`config.mk`:
```
export PLATFORM = sky130hd
export DESIGN_NAME = baud_rate_ctrl
export DESIGN_NICKNAME = d
export VERILOG_FILES = /design/src/rtl/baud_rate_ctrl.sv
export SDC_FILE = /design/constraint.sdc
export NUM_CORES = 1
export LEC_CHECK = 0
export BUFFER_PORTS_ARGS = -buffer_cell sky130_fd_sc_hd__buf_2
export CORE_MARGIN = 1
export CORE_UTILIZATION = 51
export CTS_BUF_LIST = sky130_fd_sc_hd__clkbuf_2
export DETAILED_ROUTE_END_ITERATION = 16
export PLACE_DENSITY = 0.72
export SYNTH_ARGS = -nofsm -noshare
export SYNTH_HDL_FRONTEND = slang
export SYNTH_SLANG_ARGS = --single-unit
```
`constraint.sdc`:
```
create_clock -name clk_100MHz -period 6.7 [get_ports clk_100MHz]
set_clock_uncertainty 0.1 [all_clocks]
set_input_delay 0.67 -clock clk_100MHz [delete_from_list [all_inputs] [get_ports clk_100MHz]]
set_output_delay 0.67 -clock clk_100MHz [all_outputs]
set_load 0.005 [all_outputs]
```
`src/rtl/baud_rate_ctrl.sv`:
```
// Baud tick generator with a runtime divisor that changes only when tx/rx are idle on a tick boundary.
// Optional autobaud measurement is enabled by defining BAUD_AUTOBAUD_EN.
module baud_rate_ctrl #(
    parameter int N           = 16,
    parameter int DEFAULT_DIV = 651,
    parameter int MIN_DIV     = 16
) (
    input  logic         clk_100MHz,
    input  logic         reset,
    input  logic [N-1:0] cfg_div,
    input  logic         cfg_valid,
    output logic         cfg_ready,
    input  logic         tx_busy,
    input  logic         rx_busy,
    output logic         tick,
    output logic [N-1:0] div_active,
    output logic         cfg_pending,
    output logic         cfg_err
`ifdef BAUD_AUTOBAUD_EN
    ,
    input  logic         rx_in,
    input  logic         autobaud_req
`endif
);

    localparam logic [N-1:0] DEF_N = N'(DEFAULT_DIV);
    localparam logic [N-1:0] MIN_N = N'(MIN_DIV);
    localparam logic [N-1:0] ONE_N = N'(1);

    typedef enum logic [1:0] {
        RUN     = 2'd0,
        PEND    = 2'd1,
        APPLY   = 2'd2
`ifdef BAUD_AUTOBAUD_EN
        ,
        MEASURE = 2'd3
`endif
    } state_t;

    state_t       state;
    logic [N-1:0] counter;
    logic [N-1:0] shadow;
    logic [N-1:0] cnt_nxt;
    logic [N-1:0] div_nxt;

`ifdef BAUD_AUTOBAUD_EN
    logic [N+3:0] meas_cnt;
    logic         meas_run;
    logic         rx_prev;
    logic [N-1:0] candidate;
    logic         meas_sat;

    assign candidate = meas_cnt[N+3:4];
    assign meas_sat  = &meas_cnt;
`endif

    // Next counter/divisor; APPLY restarts the phase at the new rate.
    always_comb begin
        cnt_nxt = counter + ONE_N;
        div_nxt = div_active;
        if (state == APPLY) begin
            cnt_nxt = '0;
            div_nxt = shadow;
        end else if (tick) begin
            cnt_nxt = '0;
        end else begin
            cnt_nxt = counter + ONE_N;
        end
    end

    // Tick is registered as a look-ahead of counter == div_active-1.
    always_ff @(posedge clk_100MHz or posedge reset) begin
        if (reset) begin
            counter    <= '0;
            div_active <= DEF_N;
            tick       <= 1'b0;
        end else begin
            counter    <= cnt_nxt;
            div_active <= div_nxt;
            tick       <= (cnt_nxt == (div_nxt - ONE_N));
        end
    end

    // Request handshake and safe-point sequencing.
    always_ff @(posedge clk_100MHz or posedge reset) begin
        if (reset) begin
            state       <= RUN;
            shadow      <= DEF_N;
            cfg_ready   <= 1'b1;
            cfg_pending <= 1'b0;
            cfg_err     <= 1'b0;
`ifdef BAUD_AUTOBAUD_EN
            meas_cnt    <= '0;
            meas_run    <= 1'b0;
            rx_prev     <= 1'b1;
`endif
        end else begin
            cfg_err <= 1'b0;
`ifdef BAUD_AUTOBAUD_EN
            rx_prev <= rx_in;
`endif
            case (state)
                RUN: begin
                    if (cfg_valid) begin
                        if (cfg_div < MIN_N) begin
                            cfg_err <= 1'b1;
                        end else begin
                            shadow      <= cfg_div;
                            state       <= PEND;
                            cfg_ready   <= 1'b0;
                            cfg_pending <= 1'b1;
                        end
                    end
`ifdef BAUD_AUTOBAUD_EN
                    else if (autobaud_req) begin
                        state     <= MEASURE;
                        cfg_ready <= 1'b0;
                        meas_run  <= 1'b0;
                        meas_cnt  <= '0;
                    end
`endif
                end
                PEND: begin
                    // The qualifying tick itself still belongs to the old rate.
                    if (tick && !tx_busy && !rx_busy) begin
                        state <= APPLY;
                    end
                end
                APPLY: begin
                    state       <= RUN;
                    cfg_ready   <= 1'b1;
                    cfg_pending <= 1'b0;
                end
`ifdef BAUD_AUTOBAUD_EN
                MEASURE: begin
                    if (!meas_run) begin
                        if (rx_prev && !rx_in) begin
                            meas_run <= 1'b1;
                            meas_cnt <= (N+4)'(1);
                        end
                    end else if (!rx_in) begin
                        if (!meas_sat) begin
                            meas_cnt <= meas_cnt + (N+4)'(1);
                        end
                    end else if (meas_sat || (candidate < MIN_N)) begin
                        cfg_err   <= 1'b1;
                        state     <= RUN;
                        cfg_ready <= 1'b1;
                        meas_run  <= 1'b0;
                    end else begin
                        shadow      <= candidate;
                        state       <= PEND;
                        cfg_pending <= 1'b1;
                        meas_run    <= 1'b0;
                    end
                end
`endif
                default: begin
                    state       <= RUN;
                    cfg_ready   <= 1'b1;
                    cfg_pending <= 1'b0;
                end
            endcase
        end
    end

endmodule
```
==> run_results.csv, run 1 <==
group,metric,value,unit
outcome,status,"finished, final reports clean",
synth,synth_top_family_by_area,"simple AND/OR/NAND/NOR gates",
sta,worstMarginPinSlew,943,ps
route,drc_errors,0,
synth,syn_avg_cell_area,10.6,um^2
floorplan,ios,41,
clocking,clkSlewWorstSetupHoldPaths,270,ps
layout,fin_nets,331,
synth,synthFlopType,"dfrtp_1",
sta,finalHoldViolCount,0,
layout,fin_util,60.1,%
synth,synthXorXnorAreaFrac,12.1,%
sta,setup_viol,0,
sta,whs,237,ps
setup_path,criticalPathCategory,"reg -> reg",
synth,synth_top_area_share,38.1,%
clocking,clockBufferDepth,2,
setup_path,cpPeakStageDelay,790,ps
run,cap_violations,0,
synth,async_flop_share,100,%
synth,synth_compound_area_share,3.68,%
place,place_hpwl,4190,um
clocking,numCtsBuffers,5,
route,viasPerCell,5.28,
sta,tns,0,ps
sta,fmax,277,MHz
layout,final_cell_count_no_fill,379,
synth,synthTopCellsByArea,"dfrtp_1 (38%), dfstp_2 (10%), mux2_2 (7.2%)",
setup_path,end_kind,"flop",
clocking,clock_latency,450,ps
floorplan,rows,26,
grt,first_global_vias,1979,
setup_path,crit_path_start_kind,"flop",
sta,drv_slew,0,
place,dp.cells,371,
grt,overflow,0,
synth,yosys.area_share.simple,21.2,%
floorplan,start_util,54.2,%
route,drt_iter0_markers,67,
grt,grt_max_degree,55,
floorplan,dieArea,5830,um^2
floorplan,dieWidth,76.4,um
layout,finish.instance_area,3130,um^2
synth,yosysWarnings,0,
synth,synthDistinctLibCells,46,
synth,yosysMostFrequentCell,"dfrtp_1",
synth,yosys.area.top_type,"dfrtp_1",
route,routedWlPerCell,14.4,um
sta,rsz0062_at_grt,"no",
synth,synth_nets,290,
setup_path,r2r_slack,3080,ps
clocking,cts_root_buf,"clkbuf_2",
sta,min_period_over_period,54.0,%
synth,synth_commonest_cells,"dfrtp_1 (43), nand2_1 (36), nor2_1 (27)",
route,routed_wl,5450,um
synth,synth_seq_cells,54,
worst_hold_path,hold_path.class,"in -> async",
setup_path,arrival,3900,ps
route,dr.pass1.iters,4,
grt,grt_pass1_wl,9440,um
floorplan,die_y,76.4,um
grt,grtUsageTotal,20.6,%
setup_path,path_delay_family,"simple AND/OR/NAND/NOR gates",
setup_path,critPathBufInv,0,
power,power.density,149,nW/um^2
floorplan,coreArea,5200,um^2
sta,relSlewSlack,36.9,%
synth,synth_area,2820,um^2
route,via_count,2001,
clocking,cts_tree,"built",
synth,synth_edf_count,0,
place,place_congestion,0.871,
place,io_buffers,40,
clocking,clkSinkCount,54,
layout,syn2layout_area_growth,10.8,%
route,drtAntennaViolNets,0,
setup_path,crit_path_max_fanout,21,
setup_path,critical_path.cell_chain,"nor2b_2, mux2_2, or4b_1, or2_1, nor4_2, xnor2_1, xnor2_2, a2111oi_2",
clocking,postCtsSetupRepairBufs,0,
power,ir_drop,108,uV
setup_path,cp.required,6980,ps
synth,ys_seq_area_share,48.4,%
synth,synth_fa_ha_area_share,0.887,%
place,placed_area,3090,um^2
synth,synthMuxAreaShare,11.3,%
power,cellLeakagePower,1.57,nW
layout,drive_gt1_share,28.8,%
grt,antenna_found_initial,0,
sta,fin_crit,3620,ps
clocking,ctsHoldBuffers,0,
clocking,htree_levels,2,
layout,insertedDiodeCount,0,
setup_path,slowest_stage,"nor2b_2",
synth,syn_inst,267,
clocking,cts_resized,0,
## worst register-to-register path: stages, from the launching register on
cell,delay [ps]
dfrtp_1,460
nor2b_2,790
mux2_2,460
or4b_1,640
or2_1,280
nor4_2,270
xnor2_1,150
xnor2_2,150
a2111oi_2,270
## placed cells by master (no fill, tap or decap), types with 2 or more instances in the layout
cell and n:
nand4b_1 2, and3_1 4, and2_1 2, o21ai_0 3
buf_2 40, nand2b_1 2, xnor2_1 21, clkbuf_2 6
xor2_1 16, dfrtp_1 43, or3_1 3, dfstp_2 11
nand3_1 8, or4b_1 3, nor3b_1 4, nand4_1 4
clkinv_2 2, buf_4 2, nor2_1 27, nor4_1 4
nand2_1 36, nor2b_1 2, inv_1 8, mux2i_1 10
nor3_1 5, ha_1 2, mux2_2 18
## through the flow
step                total power, mW  setup slack (ps)
CTS                           0.471              3070
global route                  0.484              2850
finish                        0.465              3080
detailed placement            0.346              3120
global placement              0.346              3230
floorplan                     0.337              3590
## final timing paths
kind	cells after the start	end	start
worst max-delay path	8	tick	state[1]
worst min-delay path	3	div_active[8]	reset
worst max register to register	8	tick	state[1]
worst min register to register	1	cfg_pending	cfg_pending
max in group asynchronous	3	counter[6]	reset
min in group clk_100MHz	3	cfg_err	cfg_valid
## final cells by class
cell class	instances	area, um^2
multi-input combinational	196	1390
clock buffer	6	30.0
fill	473	2080
inverter	9	33.8
sequential	54	1370
timing repair buffer	42	215
tap	70	87.6
clock inverter	2	10.0
## power by group
| group | switching [mW] | total (mW) | internal (mW) |
|---|---|---|---|
| clock | 0.0985 | 0.125 | 0.0262 |
| sequential | 0 | 0.327 | 0.327 |
| combinational | 0.00852 | 0.0133 | 0.00481 |
| total | 0.107 | 0.465 | 0.358 |
## kinds of logic (layout without fill, tap and decap cells)
| kind of cell | count (synthesis) | in the layout |
|---|---|---|
| compound gates | 13 | 13 |
| buf+inv | 17 | 59 |
| xor+xnor | 38 | 38 |
| simple gates | 114 | 114 |
| mux | 29 | 29 |
| fa+ha+maj | 2 | 2 |
| flops | 54 | 54 |
## flip-flops by register name, summed over array words and instances, names as in the netlist
name	cells
cfg_ready	1
state	2
cfg_pending	1
shadow	16
cfg_err	1
counter	16
div_active	16
tick	1
## metal layers
metal / GRT usage [%] / share of wire, % / vias up
li1: - / - / 997
met1: 27.8 / 47 / 954
met2: 33.2 / 47 / 43
met3: 4.55 / 4.4 / 7
met4: 6.54 / 1.5 / 0
met5: 0 / 0 / -
Power figures use the tool's default switching activity.
==> inputs of run 2 (changes only) <==
--- a/config.mk
+++ b/config.mk
@@ -10,7 +10,7 @@
 export CORE_UTILIZATION = 51
 export CTS_BUF_LIST = sky130_fd_sc_hd__clkbuf_2
 export DETAILED_ROUTE_END_ITERATION = 16
-export PLACE_DENSITY = 0.72
+export PLACE_DENSITY = 0.75
 export SYNTH_ARGS = -nofsm -noshare
 export SYNTH_HDL_FRONTEND = slang
 export SYNTH_SLANG_ARGS = --single-unit
==> constraint.sdc (replaced) <==
create_clock -name clk_100MHz -period 3.2 [get_ports clk_100MHz]
set_clock_uncertainty 0.1 [all_clocks]
set_input_delay 0.32 -clock clk_100MHz [delete_from_list [all_inputs] [get_ports clk_100MHz]]
set_output_delay 0.32 -clock clk_100MHz [all_outputs]
set_load 0.005 [all_outputs]
==> run 2 against run 1 <==
Total power rose by 110%. Sequential share of layout area fell by 1.8 points. Sequential cell count did not move. Final cell count rose by 3.7%.
==> run_results.csv, run 2 (synthesis gave the netlist of run 1 again) <==
group,metric,value,unit
sta,worstMarginPinSlew,1070,ps
sta,fmax,331,MHz
clocking,clkSlewWorstSetupHoldPaths,260,ps
grt,grt_util_met2,35.6,%
clocking,cts_root_buf,"clkbuf_2",
layout,fin_nets,345,
clocking,clkSinkCount,54,
floorplan,start_util,54.2,%
sta,setup_viol,0,
floorplan,rows,26,
setup_path,path_delay_family,"compound AO/OA/AOI/OAI gates",
place,io_buffers,40,
grt,grt_pass1_wl,9970,um
sta,fin_ws,182,ps
grt,overflow,0,
outcome,status,"finished, final reports clean",
setup_path,end_kind,"flop",
sta,drv_slew,0,
floorplan,coreArea,5200,um^2
grt,grt_max_degree,55,
layout,layout_common_cells,"dfrtp_1 (43), buf_2 (40), nand2_1 (36), nor2_1 (27), xnor2_1 (21)",
grt,first_global_vias,2055,
sta,relSlewSlack,28.6,%
setup_path,cp.required,3460,ps
route,via_count,2074,
route,routed_wl,5730,um
sta,rsz0062_at_grt,"no",
sta,tns,0,ps
grt,grtUsageTotal,21.8,%
grt,grt_use_met1,30.2,%
grt,use_met3,3.71,%
power,cellLeakagePower,1.63,nW
setup_path,crit_path_start_kind,"flop",
power,ir_drop,344,uV
place,place_congestion,0.847,
route,routedWlPerCell,14.6,um
setup_path,cpPeakStageDelay,480,ps
sta,fin_crit,3020,ps
setup_path,crit_path_max_fanout,6,
grt,top_usage_layer,"met2",
place,placed_area,3110,um^2
layout,fin_util,62.7,%
layout,insertedDiodeCount,0,
setup_path,arrival,3280,ps
clocking,clockBufferDepth,2,
sta,min_period_over_period,94.3,%
route,drt_iter0_markers,82,
place,pre_cts_ws,136,ps
clocking,clock_latency,440,ps
worst_hold_path,hold_path.class,"in -> async",
route,drtAntennaViolNets,0,
run,cap_violations,0,
clocking,numCtsBuffers,5,
place,place_hpwl,4130,um
route,drc_errors,0,
power,power,980,uW
route,dr.pass1.iters,4,
floorplan,ios,41,
route,viasPerCell,5.28,
grt,antenna_found_initial,0,
layout,layout_commonest_cell,"dfrtp_1",
floorplan,die_y,76.4,um
floorplan,dieArea,5830,um^2
layout,finish.instance_area,3260,um^2
power,power.density,300,nW/um^2
layout,drive_gt1_share,28.5,%
setup_path,critPathBufInv,1,
floorplan,dieWidth,76.4,um
sta,finalHoldViolCount,0,
setup_path,crit_top_cell,"xnor2_1",
clocking,htree_levels,2,
setup_path,slowest_stage,"dfrtp_1",
layout,syn2layout_area_growth,15.7,%
clocking,postCtsSetupRepairBufs,0,
layout,top_regs,"counter x16, div_active x16, shadow x16",
setup_path,critical_path.cell_chain,"nand2b_1, mux2_2, inv_1, ha_1, nand4b_1, a211o_1, nor3_1, xnor2_1, xnor2_1, nand4_1, a2111oi_2",
clocking,cts_tree,"built",
setup_path,criticalPathCategory,"reg -> reg",
-- run 2: cell types whose count changed in the layout (fill, tap and decap cells not counted), sizes merged --
cell         delta
dlygate4sd3    +11
buf             +3
-- run 2: timing repair --
item | 4_1_cts | 5_1_grt
endpoints found under the setup margin | 0 | 1
gates resized for setup | 0 | 1
hold endpoints to repair | 9 | 2
hold buffers | 9 | 2
-- run 2: stage by stage --
step | hold WS [ps] | cells
after floorplan | 352 | 267
after global placement | 362 | 374
after detailed placement | 368 | 374
after CTS | 2.26 | 391
after global routing | 2.74 | 393
final | 4.22 | 393
-- run 2: worst register-to-register path, stage by stage (launching register included) --
cell       delay (ps)
dfrtp_1           480
nand2b_1          160
mux2_2            400
inv_1              70
ha_1              240
nand4b_1          120
a211o_1           410
nor3_1            210
xnor2_1           170
xnor2_1           140
nand4_1           130
a2111oi_2         330
-- run 2: worst paths after layout --
kind / startpoint / to / slack, ps / cells past startpoint
setup / recovery: state[0] / tick / 180 / 11
hold / removal: reset / div_active[14] / 4 / 2
setup reg to reg: state[0] / tick / 180 / 11
hold reg to reg: cfg_ready / cfg_ready / 410 / 2
max in group asynchronous: reset / shadow[2] / 2340 / 2
min in group clk_100MHz: cfg_div[14] / shadow[14] / 30 / 2
-- run 2: metal layers --
metal | wire length (um) | vias to the layer above
li1 | - | 1024
met1 | 2670 | 1003
met2 | 2820 | 42
met3 | 173 | 5
met4 | 61 | 0
met5 | 0 | -
-- run 2: final cells by class --
| cell class | count | area, um^2 |
|---|---|---|
| Clock inverter | 2 | 8.76 |
| Inverter | 9 | 33.8 |
| Sequential cell | 54 | 1370 |
| Multi-Input combinational cell | 196 | 1390 |
| Timing Repair Buffer | 56 | 348 |
| Tap cell | 70 | 87.6 |
| Fill cell | 432 | 1940 |
| Clock buffer | 6 | 30.0 |
-- run 2: report_power, final --
part	switching, mW	internal [mW]	total, mW
Sequential	0	0.685	0.685
Clock	0.203	0.0537	0.256
Combinational	0.0204	0.0180	0.0384
